**src/rtl/hc595_frame_scheduler_pkg.sv**
```systemverilog
// Shared types and defaults for the SN74HC595 frame scheduler.
package hc595_frame_scheduler_pkg;

  typedef enum logic [1:0] {
    StIdle,
    StShift,
    StLatch,
    StGap
  } hc595_state_e;

  localparam int unsigned HC595_DATA_W      = 8;
  localparam int unsigned HC595_CLK_DIV     = 4;
  localparam int unsigned HC595_REFRESH_CYC = 12000;

  // Counter width that stays at least one bit for degenerate ranges.
  function automatic int unsigned min_width(input int unsigned n);
    return (n > 1) ? $clog2(n) : 1;
  endfunction

endpackage

```
**src/rtl/hc595_frame_scheduler_if.sv**
```systemverilog
// Requester handshakes and HC595 pin bundle for the frame scheduler.
interface hc595_frame_scheduler_if
  import hc595_frame_scheduler_pkg::*;
#(
  parameter int unsigned DATA_W = HC595_DATA_W
);
  logic              req0_valid;
  logic [DATA_W-1:0] req0_data;
  logic              req0_ready;
  logic              req1_valid;
  logic [DATA_W-1:0] req1_data;
  logic              req1_ready;
  logic              busy;
  logic              frame_done;
  logic              last_grant;
  logic              SN74HC595_data;
  logic              SN74HC595_data_clk;
  logic              SN74HC595_refresh_clk;

  modport master (
    output req0_valid, req0_data, req1_valid, req1_data,
    input  req0_ready, req1_ready, busy, frame_done, last_grant,
    input  SN74HC595_data, SN74HC595_data_clk, SN74HC595_refresh_clk
  );

  modport slave (
    input  req0_valid, req0_data, req1_valid, req1_data,
    output req0_ready, req1_ready, busy, frame_done, last_grant,
    output SN74HC595_data, SN74HC595_data_clk, SN74HC595_refresh_clk
  );
endinterface

```
**src/rtl/hc595_frame_scheduler_rr_arb2.sv**
```systemverilog
// Two-way round-robin grant: on a tie the source not granted last wins.
module rr_arb2 (
  input  logic en_i,
  input  logic valid0_i,
  input  logic valid1_i,
  input  logic last_grant_i,
  output logic grant0_o,
  output logic grant1_o
);
  assign grant0_o = en_i & valid0_i & (~valid1_i | last_grant_i);
  assign grant1_o = en_i & valid1_i & (~valid0_i | ~last_grant_i);
endmodule

```
**src/rtl/hc595_frame_scheduler.sv**
```systemverilog
// Shares one SN74HC595 chain between two frame requesters: arbitrate, shift MSB-first with a
// divided clock, pulse the latch, and re-send the last frame after a programmable idle time.
module hc595_frame_scheduler
  import hc595_frame_scheduler_pkg::*;
#(
  parameter int unsigned DATA_W      = HC595_DATA_W,
  parameter int unsigned CLK_DIV     = HC595_CLK_DIV,
  parameter int unsigned REFRESH_CYC = HC595_REFRESH_CYC
) (
  input logic                    clk,
  input logic                    rst_n,
  hc595_frame_scheduler_if.slave bus
);
  localparam int unsigned DivW  = min_width(CLK_DIV);
  localparam int unsigned BitW  = min_width(DATA_W);
  localparam int unsigned IdleW = min_width(REFRESH_CYC + 1);

  localparam logic [DivW-1:0]  DivLast  = DivW'(CLK_DIV - 1);
  localparam logic [DivW-1:0]  DivPre   = (CLK_DIV > 1) ? DivW'(CLK_DIV - 2) : '0;
  localparam logic [BitW-1:0]  BitLast  = BitW'(DATA_W - 1);
  localparam logic [IdleW-1:0] IdleTrig = IdleW'(REFRESH_CYC - 1);

  hc595_state_e      state_q;
  logic [DivW-1:0]   div_q;
  logic [BitW-1:0]   bit_q;
  logic [IdleW-1:0]  idle_q;
  logic [DATA_W-1:0] shreg_q, shadow_q;
  logic              last_grant_q, data_q, data_clk_q, refresh_clk_q, frame_done_q;

  logic              grant0, grant1, accept, refresh_start, div_wrap;
  logic [DATA_W-1:0] accept_data, shreg_nxt;

  rr_arb2 u_arb (
    .en_i        (rst_n && (state_q == StIdle)),
    .valid0_i    (bus.req0_valid),
    .valid1_i    (bus.req1_valid),
    .last_grant_i(last_grant_q),
    .grant0_o    (grant0),
    .grant1_o    (grant1)
  );

  assign accept        = grant0 | grant1;
  assign accept_data   = grant1 ? bus.req1_data : bus.req0_data;
  assign shreg_nxt     = shreg_q << 1;
  assign div_wrap      = (div_q == DivLast);
  // A live request on the trigger cycle pre-empts the refresh.
  assign refresh_start = (REFRESH_CYC != 0) && (state_q == StIdle) && !accept &&
                         (idle_q == IdleTrig);

  always_ff @(posedge clk or negedge rst_n) begin
    if (!rst_n) begin
      state_q       <= StIdle;
      div_q         <= '0;
      bit_q         <= '0;
      idle_q        <= '0;
      shreg_q       <= '0;
      shadow_q      <= '0;
      last_grant_q  <= 1'b1;
      data_q        <= 1'b0;
      data_clk_q    <= 1'b0;
      refresh_clk_q <= 1'b0;
      frame_done_q  <= 1'b0;
    end else begin
      frame_done_q <= 1'b0;
      case (state_q)
        StIdle: begin
          div_q <= '0;
          if (accept) begin
            shreg_q      <= accept_data;
            shadow_q     <= accept_data;
            last_grant_q <= grant1;
            idle_q       <= '0;
            bit_q        <= BitLast;
            data_q       <= accept_data[DATA_W-1];
            state_q      <= StShift;
          end else if (refresh_start) begin
            shreg_q <= shadow_q;
            idle_q  <= '0;
            bit_q   <= BitLast;
            data_q  <= shadow_q[DATA_W-1];
            state_q <= StShift;
          end else if (idle_q != '1) begin
            idle_q <= idle_q + 1'b1;
          end
        end
        StShift: begin
          div_q <= div_wrap ? '0 : div_q + 1'b1;
          if (div_wrap) begin
            if (!data_clk_q) begin
              data_clk_q <= 1'b1;
            end else begin
              data_clk_q <= 1'b0;
              if (bit_q == '0) begin
                data_q        <= 1'b0;
                refresh_clk_q <= 1'b1;
                state_q       <= StLatch;
              end else begin
                bit_q   <= bit_q - 1'b1;
                shreg_q <= shreg_nxt;
                data_q  <= shreg_nxt[DATA_W-1];
              end
            end
          end
        end
        StLatch: begin
          div_q <= div_wrap ? '0 : div_q + 1'b1;
          if (div_wrap) begin
            refresh_clk_q <= 1'b0;
            state_q       <= StGap;
            frame_done_q  <= (CLK_DIV == 1);
          end
        end
        StGap: begin
          div_q <= div_wrap ? '0 : div_q + 1'b1;
          // frame_done is registered, so raise it one cycle ahead of the last GAP cycle.
          if (div_wrap) state_q <= StIdle;
          else          frame_done_q <= (div_q == DivPre);
        end
        default: state_q <= StIdle;
      endcase
    end
  end

  assign bus.req0_ready            = grant0;
  assign bus.req1_ready            = grant1;
  assign bus.busy                  = (state_q != StIdle);
  assign bus.frame_done            = frame_done_q;
  assign bus.last_grant            = last_grant_q;
  assign bus.SN74HC595_data        = data_q;
  assign bus.SN74HC595_data_clk    = data_clk_q;
  assign bus.SN74HC595_refresh_clk = refresh_clk_q;

endmodule
```
**src/flat_wrapper.sv**
```systemverilog
// flat-port wrapper written by rule: the top's interface ports become plain ports
module hc595_frame_scheduler_flat import hc595_frame_scheduler_pkg::*;
#(
  parameter int unsigned DATA_W      = HC595_DATA_W,
  parameter int unsigned CLK_DIV     = HC595_CLK_DIV,
  parameter int unsigned REFRESH_CYC = HC595_REFRESH_CYC
)
  (clk, rst_n, bus_req0_valid, bus_req0_data, bus_req1_valid, bus_req1_data, bus_req0_ready, bus_req1_ready, bus_busy, bus_frame_done, bus_last_grant, bus_SN74HC595_data, bus_SN74HC595_data_clk, bus_SN74HC595_refresh_clk);
  hc595_frame_scheduler_if #(.DATA_W(DATA_W)) bus_i ();
  input logic clk;
  input logic rst_n;
  input wire logic [$bits(bus_i.req0_valid)-1:0] bus_req0_valid;
  input wire logic [$bits(bus_i.req0_data)-1:0] bus_req0_data;
  input wire logic [$bits(bus_i.req1_valid)-1:0] bus_req1_valid;
  input wire logic [$bits(bus_i.req1_data)-1:0] bus_req1_data;
  output wire logic [$bits(bus_i.req0_ready)-1:0] bus_req0_ready;
  output wire logic [$bits(bus_i.req1_ready)-1:0] bus_req1_ready;
  output wire logic [$bits(bus_i.busy)-1:0] bus_busy;
  output wire logic [$bits(bus_i.frame_done)-1:0] bus_frame_done;
  output wire logic [$bits(bus_i.last_grant)-1:0] bus_last_grant;
  output wire logic [$bits(bus_i.SN74HC595_data)-1:0] bus_SN74HC595_data;
  output wire logic [$bits(bus_i.SN74HC595_data_clk)-1:0] bus_SN74HC595_data_clk;
  output wire logic [$bits(bus_i.SN74HC595_refresh_clk)-1:0] bus_SN74HC595_refresh_clk;
  assign bus_i.req0_valid = bus_req0_valid;
  assign bus_i.req0_data = bus_req0_data;
  assign bus_i.req1_valid = bus_req1_valid;
  assign bus_i.req1_data = bus_req1_data;
  assign bus_req0_ready = bus_i.req0_ready;
  assign bus_req1_ready = bus_i.req1_ready;
  assign bus_busy = bus_i.busy;
  assign bus_frame_done = bus_i.frame_done;
  assign bus_last_grant = bus_i.last_grant;
  assign bus_SN74HC595_data = bus_i.SN74HC595_data;
  assign bus_SN74HC595_data_clk = bus_i.SN74HC595_data_clk;
  assign bus_SN74HC595_refresh_clk = bus_i.SN74HC595_refresh_clk;
  hc595_frame_scheduler #(.DATA_W(DATA_W), .CLK_DIV(CLK_DIV), .REFRESH_CYC(REFRESH_CYC)) u_core (.clk(clk), .rst_n(rst_n), .bus(bus_i));
endmodule
```
**config.mk**
```make
export PLATFORM = sky130hd
export DESIGN_NAME = hc595_frame_scheduler_flat
export DESIGN_NICKNAME = d
export VERILOG_FILES = /design/src/rtl/hc595_frame_scheduler_pkg.sv /design/src/rtl/hc595_frame_scheduler_if.sv /design/src/rtl/hc595_frame_scheduler_rr_arb2.sv /design/src/rtl/hc595_frame_scheduler.sv /design/src/flat_wrapper.sv
export SDC_FILE = /design/constraint.sdc
export NUM_CORES = 1
export LEC_CHECK = 0
export ABC_CLOCK_PERIOD_IN_PS = 2150
export BUFFER_PORTS_ARGS = -buffer_cell sky130_fd_sc_hd__buf_2
export CORE_MARGIN = 2
export CORE_UTILIZATION = 53
export CTS_CLUSTER_DIAMETER = 120
export CTS_CLUSTER_SIZE = 40
export DETAILED_ROUTE_END_ITERATION = 7
export GPL_TIMING_DRIVEN = 0
export HOLD_SLACK_MARGIN = 0.06
export PLACE_DENSITY = 0.76
export SYNTH_ARGS = -nofsm -noshare
export SYNTH_HDL_FRONTEND = slang
export SYNTH_HIERARCHICAL = 1
export SYNTH_SLANG_ARGS = --single-unit
```
**constraint.sdc**
```tcl
create_clock -name clk -period 2.15 [get_ports clk]
set_clock_uncertainty 0.05 [all_clocks]
set_input_delay 0.215 -clock clk [delete_from_list [all_inputs] [get_ports clk]]
set_output_delay 0.215 -clock clk [all_outputs]
set_load 0.05 [all_outputs]
```
==> Yosys cells after proc, flatten, opt, wreduce, memory -nomap -nowiden <==
Index checks and enable logic that the tools add are counted.
{ "classes": {"n_addsub": 3, "mul": 0, "div": 0, "order_cmp": 0, "eq_ne": 14, "shift": 0, "muxes": 40, "bitwise_logic": 10, "n_reduce_logical": 18} }
{ "ops": {"columns": ["operator", "count"], "rows": [
  ["$mux W14", 3],
  ["$mux W7", 5],
  ["$mux W2", 8],
  ["$mux W3", 5],
  ["$add A14 B1 Y14 const B", 1],
  ["$eq A14 B14 Y1 const B", 1],
  ["$ne A14 B14 Y1 const B", 1],
  ["$pmux W7 S2", 1],
  ["$mux W1", 12],
  ["$ne A2 B1 Y1 const B", 5],
  ["$reduce_and A5 Y1", 2],
  ["$eq A2 B2 Y1 const B", 4],
  ["$mux W8", 1],
  ["$pmux W2 S4", 1],
  ["$pmux W3 S2", 1],
  ["$reduce_and A2 Y1", 3],
  ["$reduce_and A6 Y1", 1],
  ["$reduce_bool A2 Y1", 3],
  ["$and A1 B1 Y1", 4],
  ["$pmux W1 S2", 2],
  ["$pmux W2 S2", 1],
  ["$reduce_and A4 Y1", 1],
  ["$logic_and A1 B1 Y1", 3],
  ["$logic_not A3 Y1", 1],
  ["other kinds (11)", 15]
]} }
{ "word_totals": {"register_bits": 41, "latch_bits": 0, "ramBits": 0, "mem_bits_ro": 0, "input_bits": 20, "out_inout_bits": 8, "wordCells": 96, "mem_count": 0} }

==> Longest topological paths before layout <==
Gate-level depths: netlist (run 1).
{ "logic_depth": {"ltp_word": 11, "ltp_mapped": 13, "mapped_depth_nobuf": 10} }

==> Cells and area by module <==
Netlist (run 1), hierarchy kept.
{ "modules_own_cells": {"columns": ["mod", "instances", "cells_each", "area_per_inst_um2", "seq_area_each_um2"], "rows": [
  ["hc595_frame_scheduler", 1, 260, 2528.7, 1027.2],
  ["rr_arb2", 1, 5, 21.3, 0.0]
]} }

==> Least setup slack after synthesis (run 1) <==
OpenSTA, ideal clock, no wires.
{ "synth_path": {"path_type": "reg2reg", "startpoint": "register u_core.state_q[0]", "endpoint": "register u_core.data_q (netlist: u_core/bus.SN74HC595_data)", "setup_ns": 0.087, "arrival_ns": 2.943, "required_ns": 2.013, "slack_ns": -0.930, "path_stages_with_launch": 14, "path_buffers": 4, "synth_period_minus_slack_ns": 3.080, "cell_sequence": "dfrtp_1 -> inv_1 -> ha_1 -> buf_4 -> buf_6 -> and2_1 -> nand2_1 -> a21oi_1 -> buf_2 -> buf_2 -> a211oi_1 -> nor3_1 -> o21ai_1 -> a22oi_1"} }
{ "synth_between": {"elab_chain_len": 10, "elab_cells_between_ends": 19, "classes_between": "4 x eq/ne; 3 x mux; 5 x bitwise; 7 x reduce/logical"} }
{ "synth_rtl": {"columns": ["element", "line_no", "text"], "rows": [
  ["from (decl)", "hc595_frame_scheduler.sv:23", "hc595_state_e state_q;"],
  ["from (signal assigned)", "hc595_frame_scheduler.sv:52", "state_q <= StIdle;"],
  ["from (signal assigned)", "hc595_frame_scheduler.sv:75", "state_q <= StShift;"],
  ["from (signal assigned)", "hc595_frame_scheduler.sv:81", "state_q <= StShift;"],
  ["$logic_not A2 Y1 *", "hc595_frame_scheduler.sv:34", ".en_i (rst_n && (state_q == StIdle)),"],
  ["$logic_and A1 B1 Y1 *", "hc595_frame_scheduler.sv:34", null],
  ["$and A1 B1 Y1 * (2 in series)", "hc595_frame_scheduler_rr_arb2.sv:10", "assign grant0_o = en_i & valid0_i & (~valid1_i | last_grant_i);"],
  ["net bus_req0_ready", "flat_wrapper.sv:16", "output wire logic [$bits(bus_i.req0_ready)-1:0] bus_req0_ready;"],
  ["$or A1 B1 Y1 *", "hc595_frame_scheduler.sv:42", "assign accept = grant0 | grant1;"],
  ["$logic_not A1 Y1", "hc595_frame_scheduler.sv:47", "assign refresh_start = (REFRESH_CYC != 0) && (state_q == StIdle) && !accept &&"],
  ["$logic_and A1 B1 Y1 (2 in series)", "hc595_frame_scheduler.sv:47", null],
  ["$ne A3 B1 Y1 (no source line)", null, null],
  ["$reduce_and A4 Y1 (no source line)", null, null],
  ["to (signal assigned)", "hc595_frame_scheduler.sv:74", "data_q <= accept_data[DATA_W-1];"],
  ["to (signal assigned)", "hc595_frame_scheduler.sv:80", "data_q <= shadow_q[DATA_W-1];"],
  ["to (signal assigned)", "hc595_frame_scheduler.sv:100", "data_q <= shreg_nxt[DATA_W-1];"],
  ["to (decl)", "hc595_frame_scheduler.sv:28", "logic last_grant_q, data_q, data_clk_q, refresh_clk_q, frame_done_q;"]
]} }
The timed path passes the listed nets; every way through them passes the cells marked *.
A chain may end at the register's enable or synchronous reset.

==> Final worst setup path (run 1) <==
{ "layout_path": {"startpoint": "register u_core.state_q[1]", "endpoint": "output bus_busy"} }
{ "layout_between": {"elab_chain_len": 1} }
{ "layout_rtl": {"columns": ["element", "line_no", "text"], "rows": [
  ["$reduce_bool A2 Y1", "hc595_frame_scheduler.sv:126", "assign bus.busy = (state_q != StIdle);"],
  ["to (decl)", "flat_wrapper.sv:18", "output wire logic [$bits(bus_i.busy)-1:0] bus_busy;"]
]} }
Every way passes these cells.

==> results of run 1 <==
==> Yosys cell counts, types with 3 or more instances <==
cell	count	area share [%]
a211oi_1	7	2.1
nor2_1	12	1.8
a21o_1	3	0.88
and3_1	3	0.74
nand3_1	7	1.4
clkbuf_1	6	0.88
a22oi_1	9	2.6
ha_1	10	4.9
a31oi_1	13	3.2
nor3_1	3	0.59
buf_2	5	0.98
o21ai_1	5	0.98
nand2_1	20	2.9
and2_1	4	0.98
inv_1	8	1.2
dfrtp_1	40	39
a21oi_1	25	4.9
and4_4	3	1.3
o211ai_1	8	2.4
o21ai_0	10	2.0
o221a_2	6	2.6
nor2b_1	17	4.2
==> layout make-up <==
cell class,instances,area share (%)
Inverter,9,1.06
Clock inverter,2,1.10
Clock buffer,5,2.15
Timing Repair Buffer,48,10.8
Multi-Input combinational cell,202,46.8
Tap cell,54,2.11
Buffer,12,3.84
Sequential cell,41,32.1
==> stage by stage <==
step,setup WS [ns],setup TNS [ns],utilization (%)
after floorplan,-0.171,-2.26,-
after global placement,-0.402,-7.57,60.6
after detailed placement,-0.408,-8.28,60.6
after CTS,0.0242,0,66.3
after global routing,-0.0350,-0.105,68.1
final,0.0498,0,68.1
==> registers in the layout, indices dropped and copies added (netlist names) <==
register / count
u_core/idle_q: 14
u_core/shadow_q: 8
u_core/shreg_q: 7
u_core/bit_q: 3
u_core/div_q: 2
u_core/state_q: 2
u_core/bus.SN74HC595_data: 1
u_core/bus.SN74HC595_data_clk: 1
u_core/bus.SN74HC595_refresh_clk: 1
u_core/bus.frame_done: 1
u_core/bus.last_grant: 1
==> kinds of logic after synthesis <==
| logic type | after synthesis | share of synthesized area, % |
|---|---|---|
| buffers and inverters | 23 | 4.37 |
| and+or+nand+nor | 86 | 20.7 |
| adders and majority gates | 10 | 4.91 |
| DFF | 41 | 40.3 |
| muxes | 2 | 0.834 |
| AOI/OAI and AO/OA | 102 | 28.6 |
| xor gates and xnor gates | 1 | 0.344 |
==> placed cells by master, fill, tap and decap left out, types with 8 or more instances in the layout <==
| cell | n |
|---|---|
| dfrtp_1 | 40 |
| buf_2 | 28 |
| a21oi_1 | 23 |
| nor2b_1 | 17 |
| nand2_1 | 17 |
| buf_4 | 16 |
| a31oi_1 | 13 |
| nor2_1 | 11 |
| o21ai_0 | 10 |
| a22oi_1 | 9 |
| ha_1 | 9 |
| o211ai_1 | 8 |
==> worst paths after layout <==
path | startpoint | end
worst min-delay path | bus_req1_data[1] | u_core/shadow_q[1]$_DFFE_PN0P_
min in group asynchronous | rst_n | u_core/bus.last_grant$_DFFE_PN1P_
worst max register to register | u_core/state_q[1]$_DFFE_PN0P_ | u_core/shreg_q[4]$_DFFE_PN0P_
worst max-delay path | u_core/state_q[1]$_DFFE_PN0P_ | bus_busy
max in group asynchronous | rst_n | u_core/idle_q[9]$_DFFE_PN0P_
worst min register to register | u_core/div_q[0]$_DFF_PN0_ | u_core/div_q[0]$_DFF_PN0_
==> report_power, final <==
part | total, mW | internal (mW) | switching [mW]
Clock | 0.597 | 0.337 | 0.260
Sequential | 1.21 | 1.01 | 0.199
Combinational | 2.08 | 0.919 | 1.16
Total | 3.89 | 2.27 | 1.62
==> tightest hold or removal path, stage by stage <==
cell     delay [ns]
buf_2          0.09
a22oi_1        0.05
o21ai_0        0.07
==> routing by layer <==
layer	GRT usage (%)	vias up	wire [um]
li1	-	1105	-
met1	35.9	1098	2980
met2	36.6	85	2900
met3	4.25	11	375
met4	6.06	0	78
met5	0	-	0
==> repair_timing <==
item                                    in CTS  in global routing
hold buffers                                 2                  0
endpoints found under the setup margin      34                 30
cloned                                       1                  2
hold endpoints to repair                    40                  0
resized for setup                           10                  5
buffers inserted                            13                  4
pin swaps                                    5                  8
==> flow_summary.toml, run 1 <==
[status]
status = "completed"

[place]
io_buffers = 27
hpwl_um = 4070
gp_congestion = 0.879
dp.cells = 346
placed_cell_area_mm2 = 0.00284

[logic_synthesis]
synth-edff-count = 0
ys_seq_elements = 41
synth.net_count = 295
synth.distinct_cells = 57
ys_seq_area_share_pct = 40.3
synth_flop_cell = "dfrtp_1"
async_flop_share_pct = 100
ys_warn_count = 6
synth.cell_area_mm2 = 0.00255
syn_area_per_cell_um2 = 9.62
synthCells = 265

[global_routing]
grt-ovfl-total = 0
grt_antenna_before_repair = 0
grt_pass1_vias = 2060
grt_max_degree = 41
grt_usage_pct = 24.2
grt_pass1_wl_um = 10100

[sta]
fmax_mhz = 476
worst_slew_pin_slew_ns = 0.506
final-hold-violation-count = 0
min_period_ns = 2.10
fin_crit_sh_pct = 97.7
holdWs_ns = 0.121
timing.slew.headroom_pct = 66.3
slew_violations = 0
rsz0062_at_grt = "true"
finalSetupViolCount = 0

[final_layout]
multi_input_area_mm2 = 0.00150
nets = 349
regArea_mm2 = 0.00103
fin_area_mm2 = 0.00320
fill_cells = 350
area_delta_synth_final_pct = 25.4
fin_cells = 373
diodes = 0
drive_gt1_share_pct = 32.9

[clocking]
insertion_delay_ns = 0.29
cts_buffers = 5
clockBufferDepth = 2
clock-sinks = 41
cts_root_buf = "clkbuf_8"
cts_htree_levels = 2
cts_tree = "yes"
clk_pin_slew_ns = 0.08

[critical_path]
crit_type = "flop to output port"
critPathMaxFanout = 10
cp_slowest_cell = "dfrtp_1"
required_ns = 1.88
arrival_ns = 1.84
critPathCaptureType = "output port"
cpPeakStageDelay_ns = 0.38
ff2ff_setup_slack_ns = 0.07
cpMostUsedCell = "inv_2"
crit_buf_inv = 5
worstRegToRegCells = 12
cp-start-kind = "flop"
worstPathCellList = "inv_2 > ha_4 > buf_4 > inv_2 > clkbuf_2 > clkbuf_4"
cp_top_family = "buffers and inverters"
cp.depth = 6

[die]
core_region_area_mm2 = 0.00469
initial_core_util_pct = 54.3
io_pins = 28
rows = 25
fp.dieArea_mm2 = 0.00538
fp.dieW_um = 73.4
dieHeight_um = 73.4

[pwr]
total_power_mw = 3.89
p_per_area_mw_per_mm2 = 1220
p_leak_nw = 1.41
peakVddDrop_v = 0.000577

[route]
drtPass1Iterations = 4
routed_wl_um = 6330
viasPerCell = 6.16
ant_nets = 0
num_vias = 2299
drtIter0Drc = 119
wl_per_cell_um = 17.0
drc = 0

[worst_hold_path]
hold_class = "input pin to flop"
whs_path_depth = 3

[run]
drv_cap = 0
Power figures use the tool's default switching activity.
==> run 2: changes to the inputs <==
--- a/config.mk
+++ b/config.mk
@@ -8,13 +8,14 @@
 export ABC_CLOCK_PERIOD_IN_PS = 2150
 export BUFFER_PORTS_ARGS = -buffer_cell sky130_fd_sc_hd__buf_2
 export CORE_MARGIN = 2
-export CORE_UTILIZATION = 53
+export CORE_UTILIZATION = 55
+export CTS_BUF_LIST = sky130_fd_sc_hd__clkbuf_2
 export CTS_CLUSTER_DIAMETER = 120
 export CTS_CLUSTER_SIZE = 40
 export DETAILED_ROUTE_END_ITERATION = 7
 export GPL_TIMING_DRIVEN = 0
 export HOLD_SLACK_MARGIN = 0.06
-export PLACE_DENSITY = 0.76
+export PLACE_DENSITY = 0.79
 export SYNTH_ARGS = -nofsm -noshare
 export SYNTH_HDL_FRONTEND = slang
 export SYNTH_HIERARCHICAL = 1
==> flow_summary.toml, run 2 (synthesized netlist as in run 1, its figures left out) <==
[status]
status = "finished with violations"
violations = "negative setup slack"

[sta]
rsz0062_at_grt = "true"
fmax_mhz = 454
holdWs_ns = 0.0886
worst_slew_pin_slew_ns = 0.550
tns_ns = -0.163
min_period_ns = 2.20
fin_crit_sh_pct = 102
timing.final.ws_setup_ns = -0.0512
final-hold-violation-count = 0
slew_violations = 0
timing.slew.headroom_pct = 63.3
finalSetupViolCount = 5

[clocking]
clock-sinks = 41
cts_root_buf = "clkbuf_2"
clockBufferDepth = 2
cts_buffers = 5
cts_tree = "yes"
cts_htree_levels = 2
insertion_delay_ns = 0.42
clk_pin_slew_ns = 0.21

[die]
io_pins = 28
fp.dieW_um = 72.1
dieHeight_um = 72.1
initial_core_util_pct = 57.8
fp.dieArea_mm2 = 0.00520
rows = 24
core_region_area_mm2 = 0.00441

[route]
num_vias = 2486
drc = 0
ant_nets = 0
wl_per_cell_um = 18.8
routed_wl_um = 7330
viasPerCell = 6.37
drtIter0Drc = 232
drtPass1Iterations = 6

[critical_path]
arrival_ns = 2.52
worstPathCellList = "inv_2 > ha_4 > buf_8 > and2_4 > nand2_2 > a21oi_4 > buf_6 > buf_8 > a211oi_2 > o211ai_1 > o221a_2"
cp_slowest_cell = "dfrtp_1"
cpMostUsedCell = "buf_8"
critPathMaxFanout = 6
cp-start-kind = "flop"
required_ns = 2.47
cp_top_family = "compound AO/OA/AOI/OAI gates"
crit_type = "flop to flop"
critPathLaunch = "u_core/state_q[1]$_DFFE_PN0P_"
critPathCaptureType = "flop"
cpPeakStageDelay_ns = 0.44
timing.rr.start = "u_core/state_q[1]$_DFFE_PN0P_"
crit_buf_inv = 4

[place]
placed_cell_area_mm2 = 0.00284
dp.cells = 344
io_buffers = 27
hpwl_um = 4200
gp_congestion = 0.948
dp_worst_setup_slack_ns = -0.412

[final_layout]
final_common_cell = "dfrtp_1"
top_regs = "u_core/idle_q (14), u_core/shadow_q (8), u_core/shreg_q (7)"
largest_reg_flops = 14
area_delta_synth_final_pct = 31.9
diodes = 0
nets = 367
most-common-layout-cells = "40 x dfrtp_1, 29 x buf_2, 23 x a21oi_1"
fin_util_pct = 76.2
fin_cells = 390
fin_area_mm2 = 0.00336
drive_gt1_share_pct = 34.3
top_register = "u_core/idle_q"

[pwr]
peakVddDrop_v = 0.000673
p_leak_nw = 1.47
p_per_area_mw_per_mm2 = 1130
total_power_mw = 3.80

[global_routing]
grt_antenna_before_repair = 0
grt_pass1_vias = 2381
grt-ovfl-total = 0
grt_usage_pct = 29.0
grt_pass1_wl_um = 11700
grt_max_degree = 41

[run]
drv_cap = 0

[worst_hold_path]
hp-start = "bus_req0_data[1]"
hold_class = "input pin to flop"
run 2: what timing repair did:
action / 4_1_cts / 5_1_grt
pin swaps: 7 / 9
setup endpoints to repair: 36 / 36
endpoints found under the hold margin: 48 / 0
resized for setup: 15 / 19
setup buffers: 14 / 5
cloned: 3 / 0
hold buffers: 17 / 0
run 2: layout make-up:
cell class                      instances  area [um^2]
Buffer                                 13          134
Clock buffer                            6         30.0
Clock inverter                          2         10.0
Fill cell                             289         1050
Inverter                                9         33.8
Multi-Input combinational cell        201         1540
Sequential cell                        41         1030
Tap cell                               52         65.1
Timing Repair Buffer                   66          527
run 2: power by group:
part,leakage [nW],internal (mW),switching (mW)
combinational,0.977,0.986,1.26
sequential,0.464,1.01,0.209
clock,0.0327,0.0816,0.255
total,1.47,2.08,1.72
run 2: path summary, 6_finish.rpt:
check                                                    endpoint  slack [ns]  depth (start not counted)
worst max-delay path                u_core/shreg_q[2]$_DFFE_PN0P_       -0.05                         11
worst min-delay path               u_core/shadow_q[1]$_DFFE_PN0P_        0.09                          3
worst max register to register      u_core/shreg_q[2]$_DFFE_PN0P_       -0.05                         11
worst min register to register          u_core/div_q[0]$_DFF_PN0_        0.44                          1
max in group asynchronous           u_core/idle_q[11]$_DFFE_PN0P_        1.54                          3
min in group asynchronous       u_core/bus.last_grant$_DFFE_PN1P_        0.25                          2
run 2: worst reg2reg max path, cell delays in order (launching register included):
cell and delay [ns]:
dfrtp_1 0.44, inv_2 0.08, ha_4 0.17, buf_8 0.11, and2_4 0.14, nand2_2 0.06, a21oi_4 0.20, buf_6 0.19
buf_8 0.13, a211oi_2 0.06, o211ai_1 0.29, o221a_2 0.25
run 2: metal layers:
layer / track usage [%] / wire length [um] / up-vias
met3: 7.50 / 625 / 25
li1: - / - / 1137
met1: 36.8 / 2950 / 1189
met5: 0 / 0 / -
met2: 48.4 / 3550 / 135
met4: 9.64 / 203 / 0
